[config.mk]
export PLATFORM = sky130hd
export DESIGN_NAME = mem_arbiter
export DESIGN_NICKNAME = d
export VERILOG_FILES = /design/src/rtl/mem_arbiter.sv
export SDC_FILE = /design/constraint.sdc
export NUM_CORES = 1
export LEC_CHECK = 0
export CORE_MARGIN = 5
export CORE_UTILIZATION = 21
export CTS_CLUSTER_DIAMETER = 60
export DETAILED_ROUTE_END_ITERATION = 7
export PLACE_DENSITY = 0.79
export SLEW_MARGIN = 20
export SYNTH_ARGS = -nofsm -noshare
export SYNTH_HDL_FRONTEND = slang
export SYNTH_SLANG_ARGS = --single-unit
[constraint.sdc]
create_clock -name clock -period 1.9 [get_ports clock]
set_clock_uncertainty 0.1 [all_clocks]
set_input_delay 0.19 -clock clock [delete_from_list [all_inputs] [get_ports clock]]
set_output_delay 0.19 -clock clock [all_outputs]
set_load 0.02 [all_outputs]
[src/rtl/mem_arbiter.sv]
// Round-robin arbiter sharing one block memory between the data and instruction caches.
// Every transaction is an ISSUE cycle followed by WAIT, and at least one IDLE cycle separates transactions.
module mem_arbiter (
   input  logic        clock,
   input  logic        reset,
   input  logic        dcache_read,
   input  logic        dcache_write,
   input  logic [5:0]  dcache_address,
   input  logic [31:0] dcache_writedata,
   output logic [31:0] dcache_readdata,
   output logic        dcache_busywait,
   input  logic        icache_read,
   input  logic [5:0]  icache_address,
   output logic [31:0] icache_readdata,
   output logic        icache_busywait,
   output logic        mem_read,
   output logic        mem_write,
   output logic [5:0]  mem_address,
   output logic [31:0] mem_writedata,
   input  logic [31:0] mem_readdata,
   input  logic        mem_busywait
);

   typedef enum logic [2:0] {
      IDLE    = 3'd0,
      D_ISSUE = 3'd1,
      D_WAIT  = 3'd2,
      I_ISSUE = 3'd3,
      I_WAIT  = 3'd4
   } state_t;

   state_t state;
   logic   last_grant;   // 0 = dcache, 1 = icache
   logic   dreq;
   logic   ireq;
   logic   d_owner;
   logic   i_owner;
   logic   d_done;
   logic   i_done;

   assign dreq = dcache_read | dcache_write;
   assign ireq = icache_read;

   // On a tie the requester that was not granted last wins.
   always_ff @(posedge clock) begin
      if (reset) begin
         state      <= IDLE;
         last_grant <= 1'b1;
      end else begin
         unique case (state)
            IDLE: begin
               if (dreq && (!ireq || last_grant)) begin
                  state      <= D_ISSUE;
                  last_grant <= 1'b0;
               end else if (ireq) begin
                  state      <= I_ISSUE;
                  last_grant <= 1'b1;
               end
            end
            D_ISSUE: state <= D_WAIT;
            D_WAIT:  if (!mem_busywait) state <= IDLE;
            I_ISSUE: state <= I_WAIT;
            I_WAIT:  if (!mem_busywait) state <= IDLE;
            default: state <= IDLE;
         endcase
      end
   end

   assign d_owner = !reset && (state == D_ISSUE || state == D_WAIT);
   assign i_owner = !reset && (state == I_ISSUE || state == I_WAIT);

   // Completion is suppressed under reset so an aborted transfer never releases a requester.
   assign d_done = !reset && state == D_WAIT && !mem_busywait;
   assign i_done = !reset && state == I_WAIT && !mem_busywait;

   assign dcache_busywait = dreq & ~d_done;
   assign icache_busywait = ireq & ~i_done;
   assign dcache_readdata = mem_readdata;
   assign icache_readdata = mem_readdata;

   // Memory port is steered by the current owner; write wins over read for the dcache.
   always_comb begin
      mem_read      = 1'b0;
      mem_write     = 1'b0;
      mem_address   = 6'd0;
      mem_writedata = 32'd0;
      if (d_owner) begin
         mem_write     = dcache_write;
         mem_read      = !dcache_write;
         mem_address   = dcache_address;
         mem_writedata = dcache_writedata;
      end else if (i_owner) begin
         mem_read      = 1'b1;
         mem_address   = icache_address;
      end
   end

endmodule

==> tab_implementation.tex <==
\begin{tabular}{lr}
\hline
Metric & Value \\
\hline
\multicolumn{2}{l}{\textbf{Status}} \\
\quad Run status & complete, but fails checks \\
\quad Failing checks & negative setup slack \\
\multicolumn{2}{l}{\textbf{CTS}} \\
\quad Source-to-sink clock delay at the later pin of the worst-skew pair & roughly 0.21 ns \\
\quad CTS hold repair buffers & 0 \\
\quad Worst-case clock buffer depth & 2 \\
\quad TritonCTS clock tree & yes \\
\quad H-tree levels & 1 \\
\quad Clock root cell & clkbuf\_8 \\
\quad TritonCTS Sinks & 4 \\
\quad Cts bufs inserted & 3 \\
\quad Reg clk slew, reported paths & 0.03 ns \\
\multicolumn{2}{l}{\textbf{Power and ir drop}} \\
\quad Switching power as a share of total power & 38.5\% \\
\quad Sequential power share & around an eighth \\
\quad Largest vdd supply drop & 0.229 mV \\
\quad P\_int & 0.572 mW \\
\quad Clock power frac & a little under a fifth \\
\quad Ratio of total power to cell area & 569 nW/µm² \\
\quad Static leakage & 0.732 nW \\
\quad Switching component of the power & 0.358 mW \\
\quad Power share of the combinational group & 68.8\% \\
\multicolumn{2}{l}{\textbf{Critical path}} \\
\quad Most used cell, CP & buf\_6 \\
\quad Worst endpoint data arrival time & 1.62 ns \\
\quad CP max stage cell & or3b\_4 \\
\quad Type of element launching the critical path & flip-flop \\
\quad WP data required & around 1.6 ns \\
\quad Cells traversed along the worst timing path & or3b\_4, a21oi\_4, buf\_6, buf\_6, a22o\_1, buf\_6 \\
\quad Crit-path max cell delay & 0.41 ns \\
\quad Largest fanout on the critical path & 4 \\
\quad Type of destination of the critical path & primary output \\
\quad Type of the worst setup path & flip-flop to primary output \\
\multicolumn{2}{l}{\textbf{Die}} \\
\quad Total core area & around 4800 µm² \\
\quad Die height & 80.8 µm \\
\quad Total Die Area & 6530 µm² \\
\quad Horizontal die dimension & 80.8 µm \\
\quad Starting density of the core & 22.0\% \\
\quad Boundary Pins & 188 \\
\quad Site Rows & 25 \\
\multicolumn{2}{l}{\textbf{Final layout}} \\
\quad Fraction of final layout cells sized beyond drive strength 1 & 39.7\% \\
\quad Total Nets Final & 263 \\
\quad Synthesis-to-finish area growth & 55.2\% \\
\quad Final Non-Filler Cells & 246 \\
\quad Fill cell total of the finished layout & 496 \\
\quad \# diodes & 0 \\
\multicolumn{2}{l}{\textbf{Logic synthesis}} \\
\quad Avg Inst Size Synth & 7.63 µm² \\
\quad Synth async-reset ratio & 0\% \\
\quad Area share of the largest cell type after synthesis & 45.6\% \\
\quad Share of synthesized cell area in full adder, half adder and majority cells & 0\% \\
\quad Leading area contributor after synthesis & buf\_4 \\
\quad Commonest cells in the netlist & buf\_4 (64), and2\_2 (20), and2\_1 (12), a22o\_1 (6), dfxtp\_1 (4) \\
\quad Compound-gate portion of the synthesized area & 11.6\% \\
\quad Post-synth EDFFs & 0 \\
\quad Mux contribution to synthesized area & 0\% \\
\quad Top flip-flop cell by instance count after synthesis & dfxtp\_1 \\
\quad Warnings, synthesis & 0 \\
\quad Synthesized instance count & 138 \\
\quad Area contributors post-synth & buf\_4 (46\%), and2\_2 (14\%), dfxtp\_1 (7.6\%) \\
\quad Simple-gate share of the synthesized area & between 30\% and 40\% \\
\quad Most common cell in the synthesized netlist & buf\_4 \\
\quad Number of storage elements in the synthesis netlist & 4 \\
\quad Cell variety after synth & 28 \\
\quad Fraction of the yosys area taken by sequential cells & roughly 7.6\% \\
\quad Area share of xor/xnor cells in the synthesized design & 0.831\% \\
\quad Syn Nets & 220 \\
\quad Largest family of logic cells by synthesized area & buffers and inverters \\
\quad Post-synthesis instance area & 1050 µm² \\
\multicolumn{2}{l}{\textbf{Timing}} \\
\quad Pin slew with the least headroom to its limit & 0.278 ns \\
\quad Final-report max-slew violation count & 0 \\
\quad RSZ-0062 raised after global routing & true \\
\quad Max Clk Rate & 523 MHz \\
\quad Number of endpoints with negative hold slack in the final report & 0 \\
\quad Final setup slack of the worst path & -0.0125 ns \\
\quad Final period utilization & 101\% \\
\quad Tightest slew margin relative to the limit & 81.2\% \\
\quad Post-route setup TNS & -0.0234 ns \\
\quad Fin crit period & 1.91 ns \\
\quad Setup Viol. Count Final & 2 \\
\multicolumn{2}{l}{\textbf{Drt}} \\
\quad Detail-routed via count per cell & 3.90 \\
\quad Iteration-0 DRC count of the detailed router & 5 \\
\quad Post-detailed-route count of antenna-violating nets & 0 \\
\quad 1st-pass router iterations & 2 \\
\quad Wire per inst & roughly 13 µm \\
\quad Total wirelength of the detailed-routed design & 3140 µm \\
\quad Final routed DRC violation total & 0 \\
\quad Vias after detailed routing & 960 \\
\multicolumn{2}{l}{\textbf{Global routing}} \\
\quad Number of global-route vias before repair & 985 \\
\quad Overall overflow remaining after global route & 0 \\
\quad GRT Resource Usage Total & 8.83\% \\
\quad Maximum number of pins on one net before global-route repair & 21 \\
\quad Initial antenna violation count & 0 \\
\quad Global-route wire length before repair & 4610 µm \\
\multicolumn{2}{l}{\textbf{Run}} \\
\quad Max-capacitance violation count & 0 \\
\multicolumn{2}{l}{\textbf{Place}} \\
\quad Port Buf Inserts & 91 \\
\quad Estimated wirelength of the detail-placed design & 2620 µm \\
\quad DP Worst Slack & -0.249 ns \\
\quad Last weighted congestion value of the routability-driven placer & roughly 0.81 \\
\quad Instance count after placement with tap cells included & 239 \\
\multicolumn{2}{l}{\textbf{Min path}} \\
\quad Path type of the worst min-delay path & input pin to primary output \\
\hline
\end{tabular}
worst max-delay path: cells and delay by family, from the launching register on:
| family | cells | cell delay [ns] |
|---|---|---|
| and+or+nand+nor | 1 | 0.41 |
| DFF | 1 | 0.35 |
| AOI/OAI and AO/OA | 2 | 0.33 |
| buffers and inverters | 3 | 0.32 |
power groups by stage:
| stage | Clock, mW | Sequential [mW] | Combinational (mW) |
|---|---|---|---|
| floorplan | 0 | 0.113 | 0.525 |
| detailed placement | 0 | 0.111 | 0.691 |
| global route | 0.191 | 0.118 | 0.692 |
| global placement | 0 | 0.111 | 0.683 |
| finish | 0.175 | 0.116 | 0.640 |
| CTS | 0.184 | 0.114 | 0.642 |
area by class of cell:
| type | instances | area, µm² | share of cell area, % |
|---|---|---|---|
| Multi-Input combinational cell | 63 | 470 | 28.8 |
| Clock buffer | 3 | 41.3 | 2.52 |
| Inverter | 2 | 7.51 | 0.459 |
| Tap cell | 67 | 83.8 | 5.13 |
| Timing Repair Buffer | 107 | 946 | 57.8 |
| Sequential cell | 4 | 86.3 | 5.28 |
state kept, by name (all words and copies together) (netlist names):
name        flops
last_grant      1
state           3
through the flow:
| stage | util [%] | hold WS (ns) | cell area (µm²) | total power, mW |
|---|---|---|---|---|
| global route | 34.2 | 0.280 | 1640 | 1.00 |
| global placement | 34.0 | 0.280 | 1630 | 0.794 |
| floorplan | - | 0.193 | 1050 | 0.638 |
| detailed placement | 34.0 | 0.280 | 1630 | 0.803 |
| finish | 34.2 | 0.280 | 1640 | 0.931 |
| CTS | 34.7 | 0.280 | 1660 | 0.940 |
per-layer routing:
| metal | vias to the layer above | GRT usage (%) | part of all wire [%] | wire [µm] |
|---|---|---|---|---|
| met5 | - | 0 | 0 | 0 |
| met4 | 0 | 6.08 | 3.4 | 108 |
| met3 | 28 | 4.77 | 19 | 581 |
| met2 | 78 | 14.9 | 47 | 1460 |
| met1 | 391 | 8.12 | 31 | 986 |
| li1 | 463 | - | - | - |
logic make-up after synthesis:
family | Yosys count
and+or+nand+nor | 47
xor gates and xnor gates | 1
buffers and inverters | 71
DFF | 4
AOI/OAI and AO/OA | 15
worst paths after layout:
kind                    start                  end  slack, ns  depth (start not counted)
max                  state[0]       mem_address[4]      -0.01                          6
min          mem_readdata[15]  dcache_readdata[15]       0.28                          0
max reg2reg          state[2]             state[1]       0.39                          5
min reg2reg        last_grant           last_grant       0.36                          2
timing repair:
action,4_1_cts,5_1_grt
buffers inserted,4,0
gates resized for setup,83,46
pin swaps,1,2
setup endpoints to repair,42,32
layout by cell type, fill, tap and decap left out:
| cell | instances |
|---|---|
| clkdlybuf4s15_1 | 17 |
| nand3b_1 | 1 |
| dfxtp_1 | 1 |
| nor3_4 | 1 |
| clkbuf_8 | 3 |
| nor2_1 | 2 |
| nor2b_1 | 2 |
| o32ai_1 | 1 |
| xnor2_2 | 1 |
| o41ai_1 | 1 |
| a21oi_4 | 1 |
| clkdlybuf4s50_1 | 49 |
| nand2_1 | 3 |
| nor3_1 | 1 |
| o31a_1 | 1 |
| dfxtp_4 | 1 |
| dfxtp_2 | 2 |
| a22o_1 | 6 |
| nor4_1 | 1 |
| clkbuf_2 | 15 |
| dlygate4sd2_1 | 2 |
| or3b_4 | 1 |
| or3_1 | 1 |
| a21o_1 | 1 |
| buf_6 | 6 |
| nor4b_2 | 1 |
| buf_2 | 4 |
| and2_1 | 12 |
| inv_1 | 2 |
| or3_2 | 1 |
| and2_2 | 20 |
| buf_4 | 14 |
| o21ai_0 | 2 |
| a21oi_1 | 2 |
No activity file was read; power rests on OpenSTA's default activity.
